==> config.mk <==
export PLATFORM = sky130hd
export DESIGN_NAME = sccb_cam_arbiter
export DESIGN_NICKNAME = d
export VERILOG_FILES = /design/src/rtl/sccb_cam_arbiter.sv
export SDC_FILE = /design/constraint.sdc
export NUM_CORES = 1
export LEC_CHECK = 0
export ABC_AREA = 1
export BUFFER_PORTS_ARGS = -buffer_cell sky130_fd_sc_hd__buf_4
export CAP_MARGIN = 40
export CELL_PAD_IN_SITES_DETAIL_PLACEMENT = 1
export CELL_PAD_IN_SITES_GLOBAL_PLACEMENT = 1
export CORE_ASPECT_RATIO = 1.75
export CORE_MARGIN = 3
export CORE_UTILIZATION = 30
export DETAILED_ROUTE_END_ITERATION = 6
export GPL_TIMING_DRIVEN = 1
export HOLD_SLACK_MARGIN = 0.1
export PLACE_DENSITY_LB_ADDON = 0.1
export RECOVER_POWER = 100
export SLEW_MARGIN = 0
export SYNTH_ARGS = -nofsm -noshare
export SYNTH_HDL_FRONTEND = slang
export SYNTH_SLANG_ARGS = --single-unit
export TNS_END_PERCENT = 100
==> constraint.sdc <==
create_clock -name clk -period 1.55 [get_ports clk]
set_input_delay 0.155 -clock clk [delete_from_list [all_inputs] [get_ports clk]]
set_output_delay 0.155 -clock clk [all_outputs]
set_load 0.01 [all_outputs]
==> src/rtl/sccb_cam_arbiter.sv <==
// sccb_cam_arbiter: round-robin share of one SCCB write engine between N_REQ requesters,
// with operand latching, post-transaction gap and a done watchdog.
`default_nettype none

module sccb_cam_arbiter #(
  parameter int N_REQ          = 4,
  parameter int GAP_CYCLES     = 16,
  parameter int TIMEOUT_CYCLES = 4096,
  localparam int IW            = (N_REQ > 1) ? $clog2(N_REQ) : 1
) (
  input  logic               clk,
  input  logic               rst,
  input  logic [N_REQ-1:0]   req,
  input  logic [8*N_REQ-1:0] req_dev,
  input  logic [8*N_REQ-1:0] req_reg,
  input  logic [8*N_REQ-1:0] req_data,
  output logic [N_REQ-1:0]   req_gnt,
  output logic [N_REQ-1:0]   req_done,
  output logic [N_REQ-1:0]   req_err,
  output logic               sccb_start,
  output logic [23:0]        sccb_indata,
  input  logic               sccb_done,
  output logic               busy,
  output logic [IW-1:0]      grant_idx,
  output logic               timeout_flag
);

  // One counter serves both the BUSY watchdog and the GAP timer.
  localparam int CMAX = (TIMEOUT_CYCLES > GAP_CYCLES) ? TIMEOUT_CYCLES : GAP_CYCLES;
  localparam int CW   = (CMAX > 1) ? $clog2(CMAX) : 1;

  typedef enum logic [1:0] {
    S_IDLE = 2'd0,
    S_BUSY = 2'd1,
    S_GAP  = 2'd2
  } state_t;

  state_t            state, state_n;
  logic [CW-1:0]     cnt, cnt_n;
  logic [IW-1:0]     ptr, ptr_n;
  logic [IW-1:0]     win;
  logic              found;
  logic [N_REQ-1:0]  gnt_n, done_n, err_n;
  logic              start_n, tflag_n;
  logic [23:0]       indata_n;
  logic [IW-1:0]     idx_n;

  // Round-robin search starting just above the last owner.
  always_comb begin
    win   = ptr;
    found = 1'b0;
    for (int k = 1; k <= N_REQ; k++) begin
      if (!found && req[(int'(ptr) + k) % N_REQ]) begin
        win   = IW'((int'(ptr) + k) % N_REQ);
        found = 1'b1;
      end
    end
  end

  always_comb begin
    state_n  = state;
    cnt_n    = cnt;
    ptr_n    = ptr;
    idx_n    = grant_idx;
    indata_n = sccb_indata;
    tflag_n  = timeout_flag;
    gnt_n    = '0;
    done_n   = '0;
    err_n    = '0;
    start_n  = 1'b0;
    case (state)
      S_IDLE: begin
        if (|req) begin
          gnt_n[win] = 1'b1;
          start_n    = 1'b1;
          indata_n   = {req_dev[8*win +: 8], req_reg[8*win +: 8], req_data[8*win +: 8]};
          idx_n      = win;
          ptr_n      = win;
          cnt_n      = '0;
          state_n    = S_BUSY;
        end
      end
      S_BUSY: begin
        // A done arriving on the terminal count still counts as success.
        if (sccb_done) begin
          done_n[grant_idx] = 1'b1;
          cnt_n             = '0;
          state_n           = S_GAP;
        end else if (cnt == CW'(TIMEOUT_CYCLES - 1)) begin
          done_n[grant_idx] = 1'b1;
          err_n[grant_idx]  = 1'b1;
          tflag_n           = 1'b1;
          cnt_n             = '0;
          state_n           = S_GAP;
        end else begin
          cnt_n = cnt + 1'b1;
        end
      end
      S_GAP: begin
        if (cnt == CW'(GAP_CYCLES - 1)) begin
          cnt_n   = '0;
          state_n = S_IDLE;
        end else begin
          cnt_n = cnt + 1'b1;
        end
      end
      default: begin
        cnt_n   = '0;
        state_n = S_IDLE;
      end
    endcase
  end

  always_ff @(posedge clk) begin
    if (rst) begin
      state        <= S_IDLE;
      cnt          <= '0;
      ptr          <= IW'(N_REQ - 1);
      grant_idx    <= '0;
      sccb_indata  <= '0;
      timeout_flag <= 1'b0;
      req_gnt      <= '0;
      req_done     <= '0;
      req_err      <= '0;
      sccb_start   <= 1'b0;
    end else begin
      state        <= state_n;
      cnt          <= cnt_n;
      ptr          <= ptr_n;
      grant_idx    <= idx_n;
      sccb_indata  <= indata_n;
      timeout_flag <= tflag_n;
      req_gnt      <= gnt_n;
      req_done     <= done_n;
      req_err      <= err_n;
      sccb_start   <= start_n;
    end
  end

  assign busy = (state != S_IDLE);

endmodule

`default_nettype wire
# Yosys cells after proc, flatten, opt, wreduce, memory -nomap -nowiden
# Cells that the tools add are included.
# op_classes
n_bitwise,8
muxes,36
mul,0
n_reduce_logical,22
div_mod_pow,0
shifts,3
magnitude_cmp,8
n_eq_ne,7
addsub,5
# op_table
op,n
$shiftx A32 B6 Y8,3
$mux W12,4
$pmux W12 S3,1
$lt A3 B4 Y1 const B,4
$mux W2,8
$mux W1,14
$add A12 B1 Y12 const B,1
$eq A12 B12 Y1 const B,1
$eq A12 B4 Y1 const B,1
$reduce_or A2 Y1,6
$bmux W1 S2,4
$mux W4,2
$lt A2 B3 Y1 const B,2
$pmux W2 S3,1
$reduce_and A3 Y1,2
$reduce_or A3 Y1,2
$logic_and A1 B1 Y1,5
$add A2 B1 Y2 const B,2
$add A2 B2 Y2 const B,2
$and A1 B1 Y1 const A,4
$demux W1 S2,2
$ge A2 B1 Y1 const B,2
$ne A2 B2 Y1 const B,2
$not A1 Y1,4
8 further kinds,10
# word_totals
mem_count,0
latch_bits,0
reg_bits,56
ramBits,0
romBits,0
in_bits,103

# Logic depth before layout (Yosys ltp)
# depth
ltp_word,20
ltp_mapped,13

# Worst setup path after synthesis
# OpenSTA, ideal clock, no wires.
# synth_timing
path_type,reg2reg
startpoint,reg ptr[0]
endpoint,reg sccb_indata[15]
setup_ns,0.109
path_buffers,2
arrival_ns,1.330
stages_incl_launch_ff,14
t_required_ns,1.441
path_slack_ns,0.111
cell_sequence,dfxtp_1 -> buf_4 -> nand2_1 -> nand2_1 -> nand2_1 -> nand2_2 -> nand2_1 -> nand2_1 -> nand2_2 -> buf_4 -> nand3_1 -> nand3_1 -> nand2_1 -> inv_1
# synth_via
elab_chain_len,15
word_cells_on_any_way,30
classes_between,add/sub (4); shift (1); mux (19); reduce/logical (6)
# synth_rtl
item,line,rtl
from (decl),40,"logic [IW-1:0] ptr, ptr_n;"
from (signal assigned),118,ptr <= IW'(N_REQ - 1);
from (signal assigned),129,ptr <= ptr_n;
$add A2 B1 Y2,"53, 54",
$bmux W1 S2,53,if (!found && req[(int'(ptr) + k) % N_REQ]) begin
$mux W1 (not written as such) (2 in a row),53,
$mux W1,53,
$logic_not A1 Y1,53,
$logic_and A1 B1 Y1,53,
$mux W1,53,
$logic_not A1 Y1,53,
$logic_and A1 B1 Y1,53,
$mux W1,53,
$logic_not A1 Y1,53,
$logic_and A1 B1 Y1,53,
$mux W2 *,53,
$shiftx A32 B6 Y8 *,76,"indata_n = {req_dev[8*win +: 8], req_reg[8*win +: 8], req_data[8*win +: 8]};"
to (signal assigned),131,sccb_indata <= indata_n;
to (decl),21,"output logic [23:0] sccb_indata,"
# Mark *: on every way between the ends. The rest lies on a longest branch, timed or not. The select of a mux whose other input is x is not followed.
# A chain may end at the register's enable or synchronous reset.

# Final worst setup path
# layout_timing
startpoint,reg ptr[0]
endpoint,reg sccb_indata[13]
# Same word-level chain as after synthesis.

==> results_dict.tcl <==
set metrics [dict create \
    area_growth_pct 64.8 \
    synthArstFlopShare_pct 0 \
    grt_pass1_vias 5012 \
    fillers 1743 \
    multiInputGateArea_mm2 0.00273 \
    crit_fanout 12 \
    cts_tree "yes" \
    diodes 0 \
    ys_seq_area_share_pct 28.1 \
    ant_nets 0 \
    cp-start-kind "flop" \
    outcome "finished, violations left" \
    hpwlAfterDp_um 11200 \
    ys_seq_elements 56 \
    synth.area.top_cells "dfxtp_1 (28%), nand2_1 (18%), inv_1 (13%)" \
    r2r_end "sccb_indata[13]$_SDFFE_PP0P_" \
    drive_gt1_share_pct 34.0 \
    grt.overflow.total 0 \
    worst-path-stages 12 \
    required_ps 1750 \
    hold_violations 0 \
    ioPinCount 144 \
    synth_top_cell_by_area "dfxtp_1" \
    hp-class "in -> reg" \
    r2r_cells 12 \
    drc 0 \
    crit_family "simple AND/OR/NAND/NOR gates" \
    core_area_mm2 0.0129 \
    critPathArrivalTime_ps 1980 \
    dr.pass1.iters 4 \
    crit_start "ptr[0]$_SDFFE_PP1P_" \
    netlist-cell-type-count 28 \
    route.vias.total 5026 \
    slew_headroom_pct 77.1 \
    holdBufCountCts 0 \
    finalCritPeriodShare_pct 115 \
    fin_cells 1034 \
    fmax_mhz 561 \
    htreeDepth 2 \
    pre_cts_ws_ps -131 \
    critPathMostFrequentCell "nand2_2" \
    die_height_um 159 \
    worst-setup-path-type "reg -> reg" \
    holdPathStages 4 \
    timing.rr.start "ptr[0]$_SDFFE_PP1P_" \
    grt_max_degree 47 \
    setup_violations 31 \
    crit_chain "inv_6 > nand2_2 > nand2_2 > nand2_2 > nand2_4 > nor2_2 > nand3_4 > buf_12 > nand3_1 > nand3_1 > nand2_1 > inv_1" \
    avgViaCountPerCell 4.86 \
    fin_util_pct 50.8 \
    power_leakage_nw 3.57 \
    port_buffers 143 \
    clockBufferDepth 2 \
    clk_pin_slew_ps 80 \
    dp_cells 997 \
    num_rows 55 \
    synthTopCellsByCount "nand2_1 (190), inv_1 (143), nand3_1 (84)" \
    clkSinkCount 56 \
    cts_buffers 5 \
    synth_edf_count 0 \
    drt_iter0_markers 130 \
    grt_pass1_wl_um 23600 \
    cp_slowest_cell "dfxtp_4" \
    antenna_found_initial 0 \
    regArea_mm2 0.00113 \
    crit_buf_inv 3 \
    rsz0062_at_grt "yes" \
    synth.most_common_cell "nand2_1" \
    routedWlPerCell_um 18.4 \
    die_area_mm2 0.0148 \
    tightest_slew_ps 342 \
    reg2reg_setup_slack_ps -230 \
    start_util_pct 30.8 \
    setup_ws_ps -233 \
    yosys_warnings 0 \
    maxCapViolCount 0 \
    netlist.area_leader.share_pct 28.1 \
    wl_um 19000 \
    fin_skew_ps 5.13 \
    crit_end "sccb_indata[13]$_SDFFE_PP0P_" \
    period_needed_ps 1780 \
    slew_violations 0 \
    die_x_um 93.2 \
    syn_area_mm2 0.00399 \
    cp_slowest_stage_delay_ps 390 \
    synth_nets 794 \
    root_buffer "clkbuf_16" \
    ir_drop_mv 0.647 \
    end_kind "flop" \
    p_per_area_mw_per_mm2 1670 \
    nNetsFinal 970 \
    syn_inst 686 \
    violations "setup timing" \
    grt_usage_pct 20.0 \
    hold-worst-slack_ps 161 \
    gp_congestion 0.884 \
    insertion_delay_ps 300 \
    synth_ff_type "dfxtp_1" \
    syn_area_per_cell_um2 5.81 \
]
## flip-flops by register name, summed over array words and instances, names as in the netlist
signal,count
sccb_indata,24
cnt,12
req_done,4
req_err,4
req_gnt,4
grant_idx,2
ptr,2
state,2
sccb_start,1
timeout_flag,1
## per-layer routing
| metal | wire length, um | GRT usage (%) | part of all wire [%] | vias up |
|---|---|---|---|---|
| li1 | - | - | - | 2411 |
| met1 | 6270 | 20.2 | 33 | 2362 |
| met2 | 10800 | 41.2 | 57 | 189 |
| met3 | 794 | 2.51 | 4.2 | 64 |
| met4 | 1160 | 6.43 | 6.1 | 0 |
| met5 | 0 | 0 | 0 | - |
## through the flow
stage	power [mW]	area (um^2)	TNS [ps]
6_report	11.0	6570	-4470
4_1_cts	8.87	5830	-1140
3_3_place_gp	6.81	5410	-1350
3_5_place_dp	6.90	5410	-2580
5_1_grt	11.6	6570	-7280
2_1_floorplan	4.97	3990	0
## power breakdown
part	switching (mW)	total [mW]	internal (mW)
clock network	0.571	1.33	0.762
registers	0.301	2.13	1.83
logic	4.31	7.53	3.22
## area by class of cell
type / instances / area share [%]
flip-flops and latches: 56 / 17.2
well taps: 171 / 3.26
inverters: 147 / 8.61
clock buffers: 5 / 1.90
repair buffers: 200 / 26.8
multi-input cells: 452 / 41.6
clock inverters: 3 / 0.647
## cells in the final DEF (no fill, tap or decap), drive strengths merged, types with 5 or more instances in the layout
cell type	count
buf	146
nor3	5
dfxtp	56
nand2	197
inv	146
nand3	86
o21ai	8
a21oi	5
nor2	85
clkbuf	59
ha	5
nand3b	46
xor2	5
## worst reg2reg max path: cells and delay by family (launching register included)
kind	cells	cell delay, ps
simple gates	9	1010
buf+inv	3	290
flops	1	390
## timing repair
item                                    CTS  global route
endpoints found under the setup margin   43            50
cloned                                    3            16
gates resized for setup                  43           119
buffers inserted                          5             6
pin swaps                                10            71
## worst min path at each step
stage | from | to | slack, ps
finish | sccb_done | cnt[6]$_SDFFE_PP0P_ | 160
global route | sccb_done | cnt[6]$_SDFFE_PP0P_ | 190
CTS | sccb_done | cnt[6]$_SDFFE_PP0P_ | 170
detailed placement | timeout_flag$_SDFFE_PP0P_ | timeout_flag$_SDFFE_PP0P_ | 460
global placement | timeout_flag$_SDFFE_PP0P_ | timeout_flag$_SDFFE_PP0P_ | 440
floorplan | rst | sccb_start$_SDFF_PP0_ | 270
## logic make-up (layout without fill, tap and decap cells)
family          count (synthesis)  after routing  share of synthesized area [%]
simple gates                  424            425                           48.4
buf+inv                       179            355                           18.5
flops                          56             56                           28.1
compound gates                 16             16                           2.17
xor+xnor                        6              6                           1.32
fa+ha+maj                       5              5                           1.57
No activity file was read; power rests on OpenSTA's default activity.
